[config.mk]
export PLATFORM = sky130hd
export DESIGN_NAME = vec_issue_bridge_flat
export DESIGN_NICKNAME = d
export VERILOG_FILES = /design/src/rtl/vec_issue_bridge_if.sv /design/src/rtl/vec_issue_bridge.sv /design/src/flat_wrapper.sv
export SDC_FILE = /design/constraint.sdc
export NUM_CORES = 1
export LEC_CHECK = 0
export BUFFER_PORTS_ARGS = -buffer_cell sky130_fd_sc_hd__buf_2
export CORE_UTILIZATION = 40
export CTS_CLUSTER_SIZE = 30
export DETAILED_ROUTE_END_ITERATION = 6
export PLACE_DENSITY = 0.7
export SETUP_SLACK_MARGIN = 0.3
export SYNTH_ARGS = -nofsm -noshare
export SYNTH_HDL_FRONTEND = slang
export SYNTH_SLANG_ARGS = --single-unit
export TNS_END_PERCENT = 50
[constraint.sdc]
create_clock -name clk -period 6.2 [get_ports clk]
set_input_delay 1.86 -clock clk [delete_from_list [all_inputs] [get_ports clk]]
set_output_delay 1.86 -clock clk [all_outputs]
set_load 0.01 [all_outputs]
[src/rtl/vec_issue_bridge_if.sv]
// Bundled CVXIF issue/register/result handshake plus the vector-unit push port.
// The slave modport is the bridge's view of the bundle, and the master modport is the core/vector-unit side.
interface vec_issue_bridge_if #(
  parameter int XLEN     = 32,
  parameter int ID_WIDTH = 4
);
  logic                issue_valid_i;
  logic [31:0]         issue_instr_i;
  logic [ID_WIDTH-1:0] issue_id_i;
  logic                issue_ready_o;
  logic                issue_accept_o;

  logic                reg_valid_i;
  logic [ID_WIDTH-1:0] reg_id_i;
  logic [XLEN-1:0]     reg_rs0_i;
  logic [XLEN-1:0]     reg_rs1_i;
  logic                reg_ready_o;

  logic                vec_valid_o;
  logic [31:0]         vec_instr_o;
  logic [XLEN-1:0]     vec_rs0_o;
  logic [XLEN-1:0]     vec_rs1_o;
  logic                vec_full_i;
  logic                flush_i;

  logic                result_valid_o;
  logic [ID_WIDTH-1:0] result_id_o;
  logic                result_ready_i;
  logic [15:0]         dispatch_cnt_o;

  modport slave (
    input  issue_valid_i, issue_instr_i, issue_id_i,
    output issue_ready_o, issue_accept_o,
    input  reg_valid_i, reg_id_i, reg_rs0_i, reg_rs1_i,
    output reg_ready_o,
    output vec_valid_o, vec_instr_o, vec_rs0_o, vec_rs1_o,
    input  vec_full_i, flush_i,
    output result_valid_o, result_id_o,
    input  result_ready_i,
    output dispatch_cnt_o
  );

  modport master (
    output issue_valid_i, issue_instr_i, issue_id_i,
    input  issue_ready_o, issue_accept_o,
    output reg_valid_i, reg_id_i, reg_rs0_i, reg_rs1_i,
    input  reg_ready_o,
    input  vec_valid_o, vec_instr_o, vec_rs0_o, vec_rs1_o,
    output vec_full_i, flush_i,
    input  result_valid_o, result_id_o,
    output result_ready_i,
    input  dispatch_cnt_o
  );
endinterface

[src/rtl/vec_issue_bridge.sv]
// Single-entry bridge that takes CVXIF-offloaded vector instructions, collects their scalar operands,
// pushes each one to the vector unit and reports its completion back to the core.
module vec_issue_bridge #(
  parameter int XLEN     = 32,
  parameter int ID_WIDTH = 4
) (
  input  logic               clk,
  input  logic               rst,
  vec_issue_bridge_if.slave  bus
);

  typedef enum logic [1:0] {IDLE, WAIT_REG, DISPATCH, RESP} state_t;

  localparam logic [6:0] OPC_OP_V     = 7'b1010111;
  localparam logic [6:0] OPC_LOAD_FP  = 7'b0000111;
  localparam logic [6:0] OPC_STORE_FP = 7'b0100111;

  state_t              state;
  logic [31:0]         instr_q;
  logic [ID_WIDTH-1:0] id_q;
  logic [XLEN-1:0]     rs0_q;
  logic [XLEN-1:0]     rs1_q;
  logic [15:0]         dispatch_cnt_q;

  logic [6:0] opcode;
  logic       is_vec;
  logic       needs_ops;
  logic       issue_take;
  logic       reg_hit;
  logic       dispatch_fire;

  assign opcode = bus.issue_instr_i[6:0];

  // NOTE: every always_comb output gets a default first so no path can infer a latch.
  always_comb begin
    is_vec    = 1'b0;
    needs_ops = 1'b0;
    unique case (opcode)
      OPC_OP_V: begin
        is_vec    = 1'b1;
        needs_ops = bus.issue_instr_i[14];  // funct3 1xx carries scalar operands
      end
      OPC_LOAD_FP, OPC_STORE_FP: begin
        is_vec    = 1'b1;
        needs_ops = 1'b1;
      end
      default: ;
    endcase
  end

  // Reset is synchronous, but all outputs must already be zero during the cycle in which it is
  // asserted, so each output is gated directly by rst.
  assign bus.issue_ready_o  = ~rst & (state == IDLE);
  assign issue_take         = bus.issue_ready_o & bus.issue_valid_i & is_vec;
  assign bus.issue_accept_o = issue_take;
  assign bus.reg_ready_o    = ~rst & (state == WAIT_REG);
  assign reg_hit            = bus.reg_ready_o & bus.reg_valid_i & (bus.reg_id_i == id_q);
  assign dispatch_fire      = ~rst & (state == DISPATCH) & ~bus.vec_full_i & ~bus.flush_i;
  assign bus.vec_valid_o    = dispatch_fire;
  assign bus.result_valid_o = ~rst & (state == RESP);

  assign bus.vec_instr_o    = rst ? '0 : instr_q;
  assign bus.vec_rs0_o      = rst ? '0 : rs0_q;
  assign bus.vec_rs1_o      = rst ? '0 : rs1_q;
  assign bus.result_id_o    = rst ? '0 : id_q;
  assign bus.dispatch_cnt_o = rst ? '0 : dispatch_cnt_q;

  // NOTE: sequential state is updated only with non-blocking assignments, so every read in this block sees pre-edge values.
  always_ff @(posedge clk) begin
    if (rst) begin
      state          <= IDLE;
      instr_q        <= '0;
      id_q           <= '0;
      rs0_q          <= '0;
      rs1_q          <= '0;
      dispatch_cnt_q <= '0;
    end else begin
      unique case (state)
        IDLE: begin
          if (issue_take) begin
            instr_q <= bus.issue_instr_i;
            id_q    <= bus.issue_id_i;
            rs0_q   <= '0;
            rs1_q   <= '0;
            state   <= needs_ops ? WAIT_REG : DISPATCH;
          end
        end
        WAIT_REG: begin
          if (bus.flush_i) begin
            state <= IDLE;
          end else if (reg_hit) begin
            rs0_q <= bus.reg_rs0_i;
            rs1_q <= bus.reg_rs1_i;
            state <= DISPATCH;
          end
        end
        DISPATCH: begin
          if (bus.flush_i) begin
            state <= IDLE;
          end else if (dispatch_fire) begin
            dispatch_cnt_q <= dispatch_cnt_q + 16'd1;
            state          <= RESP;
          end
        end
        RESP: begin
          if (bus.result_ready_i) state <= IDLE;
        end
        default: state <= IDLE;
      endcase
    end
  end

endmodule
[src/flat_wrapper.sv]
// flat-port wrapper written by rule: the top's interface ports become plain ports
module vec_issue_bridge_flat 
#(
  parameter int XLEN     = 32,
  parameter int ID_WIDTH = 4
)
  (clk, rst, bus_issue_valid_i, bus_issue_instr_i, bus_issue_id_i, bus_issue_ready_o, bus_issue_accept_o, bus_reg_valid_i, bus_reg_id_i, bus_reg_rs0_i, bus_reg_rs1_i, bus_reg_ready_o, bus_vec_valid_o, bus_vec_instr_o, bus_vec_rs0_o, bus_vec_rs1_o, bus_vec_full_i, bus_flush_i, bus_result_valid_o, bus_result_id_o, bus_result_ready_i, bus_dispatch_cnt_o);
  vec_issue_bridge_if #(.XLEN(XLEN), .ID_WIDTH(ID_WIDTH)) bus_i ();
  input  logic clk;
  input  logic rst;
  input wire logic [$bits(bus_i.issue_valid_i)-1:0] bus_issue_valid_i;
  input wire logic [$bits(bus_i.issue_instr_i)-1:0] bus_issue_instr_i;
  input wire logic [$bits(bus_i.issue_id_i)-1:0] bus_issue_id_i;
  output wire logic [$bits(bus_i.issue_ready_o)-1:0] bus_issue_ready_o;
  output wire logic [$bits(bus_i.issue_accept_o)-1:0] bus_issue_accept_o;
  input wire logic [$bits(bus_i.reg_valid_i)-1:0] bus_reg_valid_i;
  input wire logic [$bits(bus_i.reg_id_i)-1:0] bus_reg_id_i;
  input wire logic [$bits(bus_i.reg_rs0_i)-1:0] bus_reg_rs0_i;
  input wire logic [$bits(bus_i.reg_rs1_i)-1:0] bus_reg_rs1_i;
  output wire logic [$bits(bus_i.reg_ready_o)-1:0] bus_reg_ready_o;
  output wire logic [$bits(bus_i.vec_valid_o)-1:0] bus_vec_valid_o;
  output wire logic [$bits(bus_i.vec_instr_o)-1:0] bus_vec_instr_o;
  output wire logic [$bits(bus_i.vec_rs0_o)-1:0] bus_vec_rs0_o;
  output wire logic [$bits(bus_i.vec_rs1_o)-1:0] bus_vec_rs1_o;
  input wire logic [$bits(bus_i.vec_full_i)-1:0] bus_vec_full_i;
  input wire logic [$bits(bus_i.flush_i)-1:0] bus_flush_i;
  output wire logic [$bits(bus_i.result_valid_o)-1:0] bus_result_valid_o;
  output wire logic [$bits(bus_i.result_id_o)-1:0] bus_result_id_o;
  input wire logic [$bits(bus_i.result_ready_i)-1:0] bus_result_ready_i;
  output wire logic [$bits(bus_i.dispatch_cnt_o)-1:0] bus_dispatch_cnt_o;
  assign bus_i.issue_valid_i = bus_issue_valid_i;
  assign bus_i.issue_instr_i = bus_issue_instr_i;
  assign bus_i.issue_id_i = bus_issue_id_i;
  assign bus_issue_ready_o = bus_i.issue_ready_o;
  assign bus_issue_accept_o = bus_i.issue_accept_o;
  assign bus_i.reg_valid_i = bus_reg_valid_i;
  assign bus_i.reg_id_i = bus_reg_id_i;
  assign bus_i.reg_rs0_i = bus_reg_rs0_i;
  assign bus_i.reg_rs1_i = bus_reg_rs1_i;
  assign bus_reg_ready_o = bus_i.reg_ready_o;
  assign bus_vec_valid_o = bus_i.vec_valid_o;
  assign bus_vec_instr_o = bus_i.vec_instr_o;
  assign bus_vec_rs0_o = bus_i.vec_rs0_o;
  assign bus_vec_rs1_o = bus_i.vec_rs1_o;
  assign bus_i.vec_full_i = bus_vec_full_i;
  assign bus_i.flush_i = bus_flush_i;
  assign bus_result_valid_o = bus_i.result_valid_o;
  assign bus_result_id_o = bus_i.result_id_o;
  assign bus_i.result_ready_i = bus_result_ready_i;
  assign bus_dispatch_cnt_o = bus_i.dispatch_cnt_o;
  vec_issue_bridge #(.XLEN(XLEN), .ID_WIDTH(ID_WIDTH)) u_core (.clk(clk), .rst(rst), .bus(bus_i));
endmodule
## Word level (Yosys, flattened, before mapping)

Cells that the tools add are included.

- Add/sub/neg operators: 1
- Equal/unequal tests: 13
- Mux-type cells: 22
- Bitwise operators: 13
- Reduce and logical (&&, ||, !) cells: 8

Operators with widths:

| cell | number |
|---|---|
| 32-bit 2-to-1 mux | 8 |
| 32-bit case mux with 2 select lines | 2 |
| 16-bit by 1-bit adder with 16-bit output, second input constant | 1 |
| 16-bit 2-to-1 mux | 1 |
| 2-bit 2-to-1 mux | 7 |
| 1-bit AND | 10 |
| 2-bit case mux with 4 select lines | 1 |
| 4-bit AND reduction | 2 |
| 7-bit by 3-bit equality test with 1-bit output, second input constant | 1 |
| 7-bit by 6-bit equality test with 1-bit output, second input constant | 1 |
| 7-bit equality test, second input constant | 1 |
| 2-bit inequality test, second input constant | 3 |
| 2-bit equality test, second input constant | 2 |
| 4-bit equality test | 1 |
| 4-bit 2-to-1 mux | 1 |
| 3-bit by 2-bit inequality test with 1-bit output, second input constant | 1 |
| 3-bit inequality test, second input constant | 1 |
| 1-bit inverter | 3 |
| 3-bit AND reduction | 1 |
| 3-bit OR reduction | 1 |
| 2-bit by 1-bit equality test with 1-bit output, second input constant | 1 |
| 2-bit zero test | 1 |
| 2-bit by 1-bit inequality test with 1-bit output, second input constant | 1 |
| 1-bit case mux with 2 select lines | 1 |
| other kinds (4) | 4 |

- Flip-flop bits (word level): 118
- Input port bits: 111
- Output and inout port bits: 121
- Word-level logic and storage cells: 63

## Depth between registers and ports, before layout

Gate-level depths: netlist (run 1).

- Word-level depth: 7
- Depth in mapped cells: 7
- Gate-level depth less buffers: 5

## Least setup slack after synthesis (run 1)

OpenSTA, ideal clock, no wires.

- Path kind: input to output
- Start: in rst
- End: out bus_issue_accept_o
- Data arrival time: 3.142 ns
- Required time: 4.340 ns
- Path slack: 1.198 ns
- Cell stages on the path: 4
- Path buffers: 1
- Cell sequence: nor3_1 -> o2111ai_1 -> inv_2 -> clkbuf_1

- Word-level cells in the longest chain between the ends: 4

Ends and longest elaborated chain:

| item | line | source |
|---|---|---|
| start, declared | flat_wrapper.sv:10 | `input logic rst;` |
| 1-bit inverter | vec_issue_bridge.sv:53 | `assign bus.issue_ready_o = ~rst & (state == IDLE);` |
| 1-bit AND | vec_issue_bridge.sv:53 |  |
| 1-bit AND (2 in series) | vec_issue_bridge.sv:54 | `assign issue_take = bus.issue_ready_o & bus.issue_valid_i & is_vec;` |
| end, declared | flat_wrapper.sv:15 | `output wire logic [$bits(bus_i.issue_accept_o)-1:0] bus_issue_accept_o;` |

No other way between the ends.

## Worst setup path in the final report (run 1)

- Start: in bus_flush_i
- End: out bus_vec_valid_o

- Word-level cells in the longest chain between the ends: 2

Ends and longest elaborated chain:

| item | line | source |
|---|---|---|
| start, declared | flat_wrapper.sv:26 | `input wire logic [$bits(bus_i.flush_i)-1:0] bus_flush_i;` |
| 1-bit inverter | vec_issue_bridge.sv:58 | `assign dispatch_fire = ~rst & (state == DISPATCH) & ~bus.vec_full_i & ~bus.flush_i;` |
| 1-bit AND | vec_issue_bridge.sv:58 |  |
| end, declared | flat_wrapper.sv:21 | `output wire logic [$bits(bus_i.vec_valid_o)-1:0] bus_vec_valid_o;` |

No other way between the ends.

==> results of run 1 <==
==> per-layer routing <==
layer | part of all wire, % | global-route usage [%] | vias up
li1 | - | - | 2465
met1 | 44 | 22.55 | 2142
met4 | 1.1 | 6.407 | 0
met2 | 46 | 32.10 | 182
met3 | 9.3 | 8.013 | 13
met5 | 0 | 0 | -
==> state kept, by name (all words and copies together), names as in the netlist <==
signal and cells:
u_core.rs0_q 32, u_core.id_q 4, u_core.rs1_q 32, u_core.instr_q 32, u_core.dispatch_cnt_q 16, u_core.state 2
==> logic make-up (layout without fill, tap and decap cells) <==
kind of cell	Yosys count	after routing
and+or+nand+nor	310	310
DFF	118	118
AOI/OAI and AO/OA	114	114
buffers and inverters	52	271
xor gates and xnor gates	10	10
muxes	6	6
adders and majority gates	1	1
==> worst max path at each step <==
stage / end
2_1_floorplan: bus_issue_accept_o
3_3_place_gp: bus_dispatch_cnt_o[5]
3_5_place_dp: bus_dispatch_cnt_o[5]
4_1_cts: bus_dispatch_cnt_o[5]
5_1_grt: bus_dispatch_cnt_o[5]
6_report: bus_vec_valid_o
==> area by class of cell <==
cell class                      instances  area share, %
Clock inverter                          9          1.840
Tap cell                              172          3.073
Timing Repair Buffer                  237          17.37
Sequential cell                       118          33.73
Multi-Input combinational cell        441          37.34
Clock buffer                           21          6.432
Inverter                                4         0.2144
==> through the flow <==
step | utilization, % | setup WS [ns] | instance area (sq um) | power, mW
after detailed placement | 51.11 | 1.334 | 6424 | 0.8588
after global placement | 51.11 | 1.329 | 6424 | 0.8584
after global routing | 55.72 | 1.258 | 7003 | 1.870
after floorplan | - | 1.198 | 5142 | 0.8128
after CTS | 55.72 | 1.324 | 7003 | 1.825
final | 55.72 | 1.381 | 7003 | 1.804
==> cell usage after synthesis (2+ instances only) <==
| master | n |
|---|---|
| nand3_1 | 6 |
| a21oi_1 | 34 |
| a2bb2oi_1 | 64 |
| clkbuf_1 | 39 |
| nand4_1 | 2 |
| nor2b_1 | 115 |
| buf_2 | 5 |
| mux2_2 | 6 |
| nor2_1 | 23 |
| inv_1 | 3 |
| a31oi_1 | 2 |
| or4_1 | 4 |
| nor3b_1 | 2 |
| and4_1 | 2 |
| buf_1 | 2 |
| xnor2_1 | 8 |
| nor3_1 | 5 |
| o21ai_0 | 6 |
| nand2_1 | 138 |
| dfxtp_1 | 118 |
| xor2_1 | 2 |
| nand2b_1 | 2 |
==> layout by cell type, fill, tap and decap left out, types with 4 or more instances in the layout <==
cell type / synthesis / layout
a21oi_1: 34 / 34
a2bb2oi_1: 64 / 64
buf_2: 5 / 230
buf_4: 1 / 6
clkbuf_16: 0 / 17
dfxtp_1: 118 / 118
mux2_2: 6 / 6
nand2_1: 138 / 138
nand3_1: 6 / 6
nor2_1: 23 / 23
nor2b_1: 115 / 115
nor3_1: 5 / 5
o21ai_0: 6 / 6
or4_1: 4 / 4
xnor2_1: 8 / 8
==> worst max-delay path: cells and delay by family <==
| family | cells | cell delay (ns) |
|---|---|---|
| simple gates | 2 | 0.81 |
| buf+inv | 2 | 0.28 |
==> power groups by stage <==
stage / clock network [mW] / logic, mW / registers [mW]
6_report: 0.962 / 0.0782 / 0.764
5_1_grt: 1.02 / 0.0871 / 0.763
4_1_cts: 0.982 / 0.0797 / 0.764
3_5_place_dp: 0 / 0.0792 / 0.780
3_3_place_gp: 0 / 0.0789 / 0.780
2_1_floorplan: 0 / 0.0337 / 0.779
==> metrics.md, run 1 <==
| Metric | Value |
|---|---|
| Hpwl dp | 8.608 mm |
| Hold-fix buffers, CTS | 0 |
| Setup TNS | 0 ns |
| CTS tree | done |
| NumNets Final | 931 |
| Post-synth EDFFs | 0 |
| Vias in the first global route | 4342 |
| Synth Area in Compound Gates | 16.59% |
| CTS sink cnt | 118 |
| Yosys warning count | 0 |
| Final setup fails | 0 |
| Maximum vdd drop | 0.1708 mV |
| Max-Cap Viols | 0 |
| Worst-margin pin slew | 0.7054 ns |
| Post-synthesis mux area share | 1.314% |
| Starting Density | 40.92% |
| Switching Share | 20.53% |
| Post-Synth XOR/XNOR Area | 1.703% |
| Final min period | 4.819 ns |
| Crit Reg-Reg Endpoint | u_core.dispatch_cnt_q[13]$_SDFFE_PP0P_ |
| Final Max Tran Viols | 0 |
| I/O pins | 232 |
| Max Fanout on Critical Path | 7 |
| Worst slew margin | 52.31% |
| Top cell type's share of synthesized area | 45.94% |
| Adder-Cell Fraction of Synth Area | 0.2433% |
| WHS Endpoint | u_core.instr_q[22]$_SDFFE_PP0P_ |
| Pwr/cell area | 257.6 mW/mm^2 |
| Area taken by multi-input logic gates | 0.002615 sq mm |
| Vias per Instance | 4.792 |
| CTS clk-pin slew, worst paths | 0.05 ns |
| Mapped Cells | 611 |
| Reg2Reg Setup Slack | 3.70 ns |
| Critical path's largest stage delay | 0.62 ns |
| Core Area | 0.01257 sq mm |
| Worst Path Class, Setup | input pin to primary output |
| Share of cells above drive strength 1 | 33.49% |
| Post-synth ARST share | 0% |
| Die ar. | 0.01331 sq mm |
| Syn_nets | 723 |
| First-pass GRT wire length | 20.29 mm |
| Post-synth top area cell | dfxtp_1 |
| Synthesized area per cell | 8.416 sq um |
| Worst r2r src | u_core.state[1]$_SDFFE_PP0P_ |
| Crit path cell chain | buf_2 -> or4b_1 -> nor2_1 -> buf_2 |
| Fill cell count | 1182 |
| P&R area growth vs syn | 36.18% |
| Max clock buf depth | 2 |
| Post-CTS Setup Bufs | 0 |
| Leading post-synthesis cells by cell area | dfxtp_1 (46%), nor2b_1 (14%), a2bb2oi_1 (11%) |
| NetSw | 0.3703 mW |
| Final Non-Filler Cells | 1002 |
| Worst hold stages | 2 |
| CP startpoint | bus_flush_i |
| P_leak | 3.092 nW |
| Total track usage | 19.36% |
| Max Clock Skew | 0.006452 ns |
| Final Routed Wirelength | 13.10 mm |
| Hold Violations, Final | 0 |
| Reg2reg path depth | 4 |
| Synth cell types | 45 |
| Hold Startpoint | u_core.instr_q[22]$_SDFFE_PP0P_ |
| Drt pass-1 iters | 4 |
| Chip height | 115.4 microns |
| Gate power share | 4.3% |
| Clock power share | 53.3% |
| #FFs+latches synth | 118 |
| Clock tree root driver cell | clkbuf_16 |
| DRC | 0 |
| Top_reg_cell synth | dfxtp_1 |
| Status | finished, final reports clean |
| Vias post-DR | 4802 |
| Global route overflow | 0 |
| Initial antenna violation count | 0 |
| Ant. Diodes | 0 |
| Ratio of final minimum period to clock period | 77.72% |
| Worst path slowest cell | or4b_1 |
| FP Rows | 41 |
| Clock Latency Late Sink | 0.41 ns |
| Largest net degree at the start of global routing | 161 |
| Wirelength per Cell | 13.07 microns |
| Buffers on Ports | 231 |
| Post-Synth Simple-Gate Area | 30.19% |
| RSZ-0062 raised after global routing | false |
| Worst setup SP type | input pin |
| Die Wd | 115.4 microns |
| Placed insts | 972 |
| Register area share after synthesis | 45.94% |
| Largest family of logic cells by synthesized area | simple AND/OR/NAND/NOR gates |
| Post-route antenna net violation count | 0 |
| Register area | 0.002362 sq mm |
| Critical Path AT | 2.96 ns |
| Critical Path RT | 4.34 ns |
| Placer Congestion | 0.7390 |
| Internal cell power | 1.433 mW |
| CTS Buf Count | 17 |
| H-tree depth | 4 |
| Syn Std Cell Area | 0.005142 sq mm |
| 1st-iter DRT viols | 236 |
| Worst Hold Class | register to register |
| Seq pwr share | 42.4% |
| Post_cts resized | 0 |
| Worst setup EP type | primary output |
| Crit-path most repeated cell | buf_2 |
| Hold Slack | 0.4475 ns |
| Max Freq | 0.2075 GHz |
Note: power is estimated with default switching activity, not from simulation.
==> inputs of run 2 (changes only) <==
PLACE_DENSITY = 0.72   (was 0.7)
clock period = 4.09 ns   (was 6.2 ns; I/O delays follow)
==> run 2 against run 1 <==
Sequential power is 52% higher. Highest routed layer unchanged. Register-to-register slack worse by 2.3 ns. Flip-flop and latch count stayed put. Critical path type unchanged. Worst hold slack hardly changed. Critical endpoint unchanged. Non-clock buffer count is 2 higher.
==> metrics.md, run 2 (same netlist as run 1, synthesis figures left out) <==
| Metric | Value |
|---|---|
| Worst setup EP type | primary output |
| Wirelength per Cell | 12.98 microns (-0.73%) |
| Top Family by Delay on Critical Path | simple AND/OR/NAND/NOR gates |
| Final Routed Wirelength | 13.03 mm (-0.53%) |
| Critical path's largest stage delay | 0.64 ns (+0.02 ns) |
| Ant. Diodes | 0 (unchanged) |
| P_leak | 3.124 nW (+1.1%) |
| Setup TNS | 0 ns (unchanged) |
| Worst setup SP type | input pin |
| Placed cell areas | 0.006464 sq mm (+0.62%) |
| Worst Hold Class | register to register |
| Placer Congestion | 0.7719 (+4.5%) |
| Max-Cap Viols | 0 (unchanged) |
| Buf/Inv on CP | 2 (unchanged) |
| Die ar. | 0.01331 sq mm (unchanged) |
| Maximum vdd drop | 0.2749 mV (+61%) |
| Internal cell power | 2.208 mW (+54%) |
| WHS Endpoint | u_core.instr_q[31]$_SDFFE_PP0P_ |
| Fill cell count | 1184 (+0.17%) |
| Seq pwr share | 41.8% (-0.6 points) |
| WL met3 | 1.071 mm (-12%) |
| Gate power share | 4.5% (+0.2 points) |
| Final Non-Filler Cells | 1004 (+0.20%) |
| RSZ-0062 raised after global routing | false |
| CP Depth | 4 (unchanged) |
| NumNets Final | 933 (+0.21%) |
| Vias post-DR | 4745 (-1.2%) |
| Vias per Instance | 4.726 (-1.4%) |
| Status | finished, final reports clean |
| Design Power | 2.771 mW (+54%) |
| Global route overflow | 0 (unchanged) |
| Total track usage | 19.03% (-0.33 points) |
| CTS tree | done |
| Crit path cell chain | buf_2 -> or4b_1 -> nor2_1 -> buf_2 |
| Worst r2r src | u_core.state[0]$_SDFFE_PP0P_ |
| FP Rows | 41 (unchanged) |
| Critical Path RT | 2.86 ns (-1.48 ns) |
| Most frequent cells in the layout | buf_2 (230), nand2_1 (138), dfxtp_1 (118), nor2b_1 (115), a2bb2oi_1 (64) |
| Routed wl met2 | 5.660 mm (-5.7%) |
| Reg2Reg Setup Slack | 1.38 ns (-2.32 ns) |
| Post-CTS Setup Bufs | 0 (unchanged) |
| DRC | 0 (unchanged) |
| Clock Latency Late Sink | 0.40 ns (about the same) |
| Reg2reg path depth | 4 (unchanged) |
| Post_cts resized | 0 (unchanged) |
| I/O pins | 232 (unchanged) |
| Final min period | 3.573 ns |
| Design Area, Final | 0.007061 sq mm (+0.82%) |
| Largest net degree at the start of global routing | 86 (-47%) |
| Die Wd | 115.4 microns (unchanged) |
| Most common cell after layout, fill and taps aside | buf_2 |
| Pwr/cell area | 392.5 mW/mm^2 (+52%) |
| Clock power share | 53.7% (+0.4 points) |
| Share of cells above drive strength 1 | 33.89% (+0.40 points) |
| Hold Startpoint | u_core.instr_q[31]$_SDFFE_PP0P_ |
| Final setup fails | 0 (unchanged) |
| P&R area growth vs syn | 37.30% |
| Worst hold stages | 2 (unchanged) |
| Ratio of final minimum period to clock period | 87.36% |
| Clock tree root driver cell | clkbuf_16 |
| Max Fanout on Critical Path | 7 (unchanged) |
| Initial antenna violation count | 0 (unchanged) |
| Worst path slowest cell | or4b_1 |
| H-tree depth | 4 (unchanged) |
| Vias in the first global route | 4151 (-4.4%) |
| Crit-path most repeated cell | buf_2 |
| CTS sink cnt | 118 (unchanged) |
| Core Area | 0.01257 sq mm (unchanged) |
| Hold-fix buffers, CTS | 0 (unchanged) |
| Worst-margin pin slew | 1.189 ns (+0.4834 ns) |
| Starting Density | 40.92% (unchanged) |
| Chip height | 115.4 microns (unchanged) |
| Met1 wire length | 6.174 mm (+7.7%) |
| Drt pass-1 iters | 6 (+2) |
| 1st-iter DRT viols | 305 (+29%) |
| Hold Violations, Final | 0 (unchanged) |
| Post-route antenna net violation count | 0 (unchanged) |
| Max clock buf depth | 2 (unchanged) |
| Max Clock Skew | 0.004574 ns (-0.001878 ns) |
| Switching Share | 20.33% (-0.20 points) |
| NetSw | 0.5634 mW (+52%) |
| Hpwl dp | 8.804 mm (+2.3%) |
| Final Max Tran Viols | 0 (unchanged) |
| Critical Path AT | 2.35 ns (-0.61 ns) |
| Placed insts | 974 (+0.21%) |
| CTS Buf Count | 17 (unchanged) |
| Worst slew margin | 20.56% (-32 points) |
| CTS clk-pin slew, worst paths | 0.05 ns (about the same) |
| DR top layer | met4 |
| Buffers on Ports | 231 (unchanged) |
| Biggest regs | u_core.instr_q (32), u_core.rs0_q (32), u_core.rs1_q (32) |
| Worst Path Class, Setup | input pin to primary output |
| Max Freq | 0.2799 GHz |
| First-pass GRT wire length | 19.91 mm (-1.9%) |
| Crit Reg-Reg Endpoint | u_core.rs0_q[24]$_SDFFE_PP0P_ |
-- run 2: cell types whose count changed in the layout (fill, tap and decap cells not counted) --
cell | before | now
buf_12 | 1 | 3
clkbuf_1 | 3 | 1
clkbuf_8 | 1 | 3
clkinv_2 | 3 | 4
clkinvlp_4 | 2 | 1
-- run 2: area by class of cell --
type | count | area, sq um | share of cell area, %
Inverter | 4 | 15.01 | 0.2127
Clock inverter | 9 | 126.4 | 1.790
Timing Repair Buffer | 239 | 1256 | 17.79
Multi-Input combinational cell | 441 | 2615 | 37.04
Sequential cell | 118 | 2362 | 33.46
Clock buffer | 21 | 470.5 | 6.663
Tap cell | 172 | 215.2 | 3.048
-- run 2: power by group through the flow --
stage	Clock [mW]	Combinational [mW]	Sequential (mW)
after floorplan	0	0.0511	1.18
after global placement	0	0.124	1.18
after detailed placement	0	0.124	1.18
after CTS	1.53	0.124	1.16
after global routing	1.58	0.136	1.16
final	1.49	0.124	1.16
-- run 2: worst max path at each step --
stage,from,to,slack (ns)
final,bus_flush_i,bus_vec_valid_o,0.52
after global routing,bus_flush_i,bus_vec_valid_o,0.42
after CTS,bus_flush_i,bus_vec_valid_o,0.51
after detailed placement,bus_flush_i,u_core.rs0_q[29]$_SDFFE_PP0P_,0.49
after global placement,bus_flush_i,u_core.rs0_q[13]$_SDFFE_PP0P_,0.51
after floorplan,rst,bus_issue_accept_o,0.35
-- run 2: layer usage --
metal,track usage [%],vias to the layer above
li1,-,2465
met1,24.34,2096
met2,29.46,175
met3,7.169,9
met4,6.234,0
met5,0,-
-- run 2: metrics by stage --
step / setup slack (ns) / util (%) / hold WS, ns
after floorplan: 0.3538 / - / 0.4318
after global placement: 0.5128 / 51.43 / 0.4373
after detailed placement: 0.4946 / 51.43 / 0.4420
after CTS: 0.5083 / 56.18 / 0.4492
after global routing: 0.4245 / 56.18 / 0.4592
final: 0.5169 / 56.18 / 0.4470
-- run 2: worst min-delay path: cells and delay by family (launching register included) --
family | cells | cell delay (ns)
AOI/OAI and AO/OA | 1 | 0.05
DFF | 1 | 0.30
and+or+nand+nor | 1 | 0.05
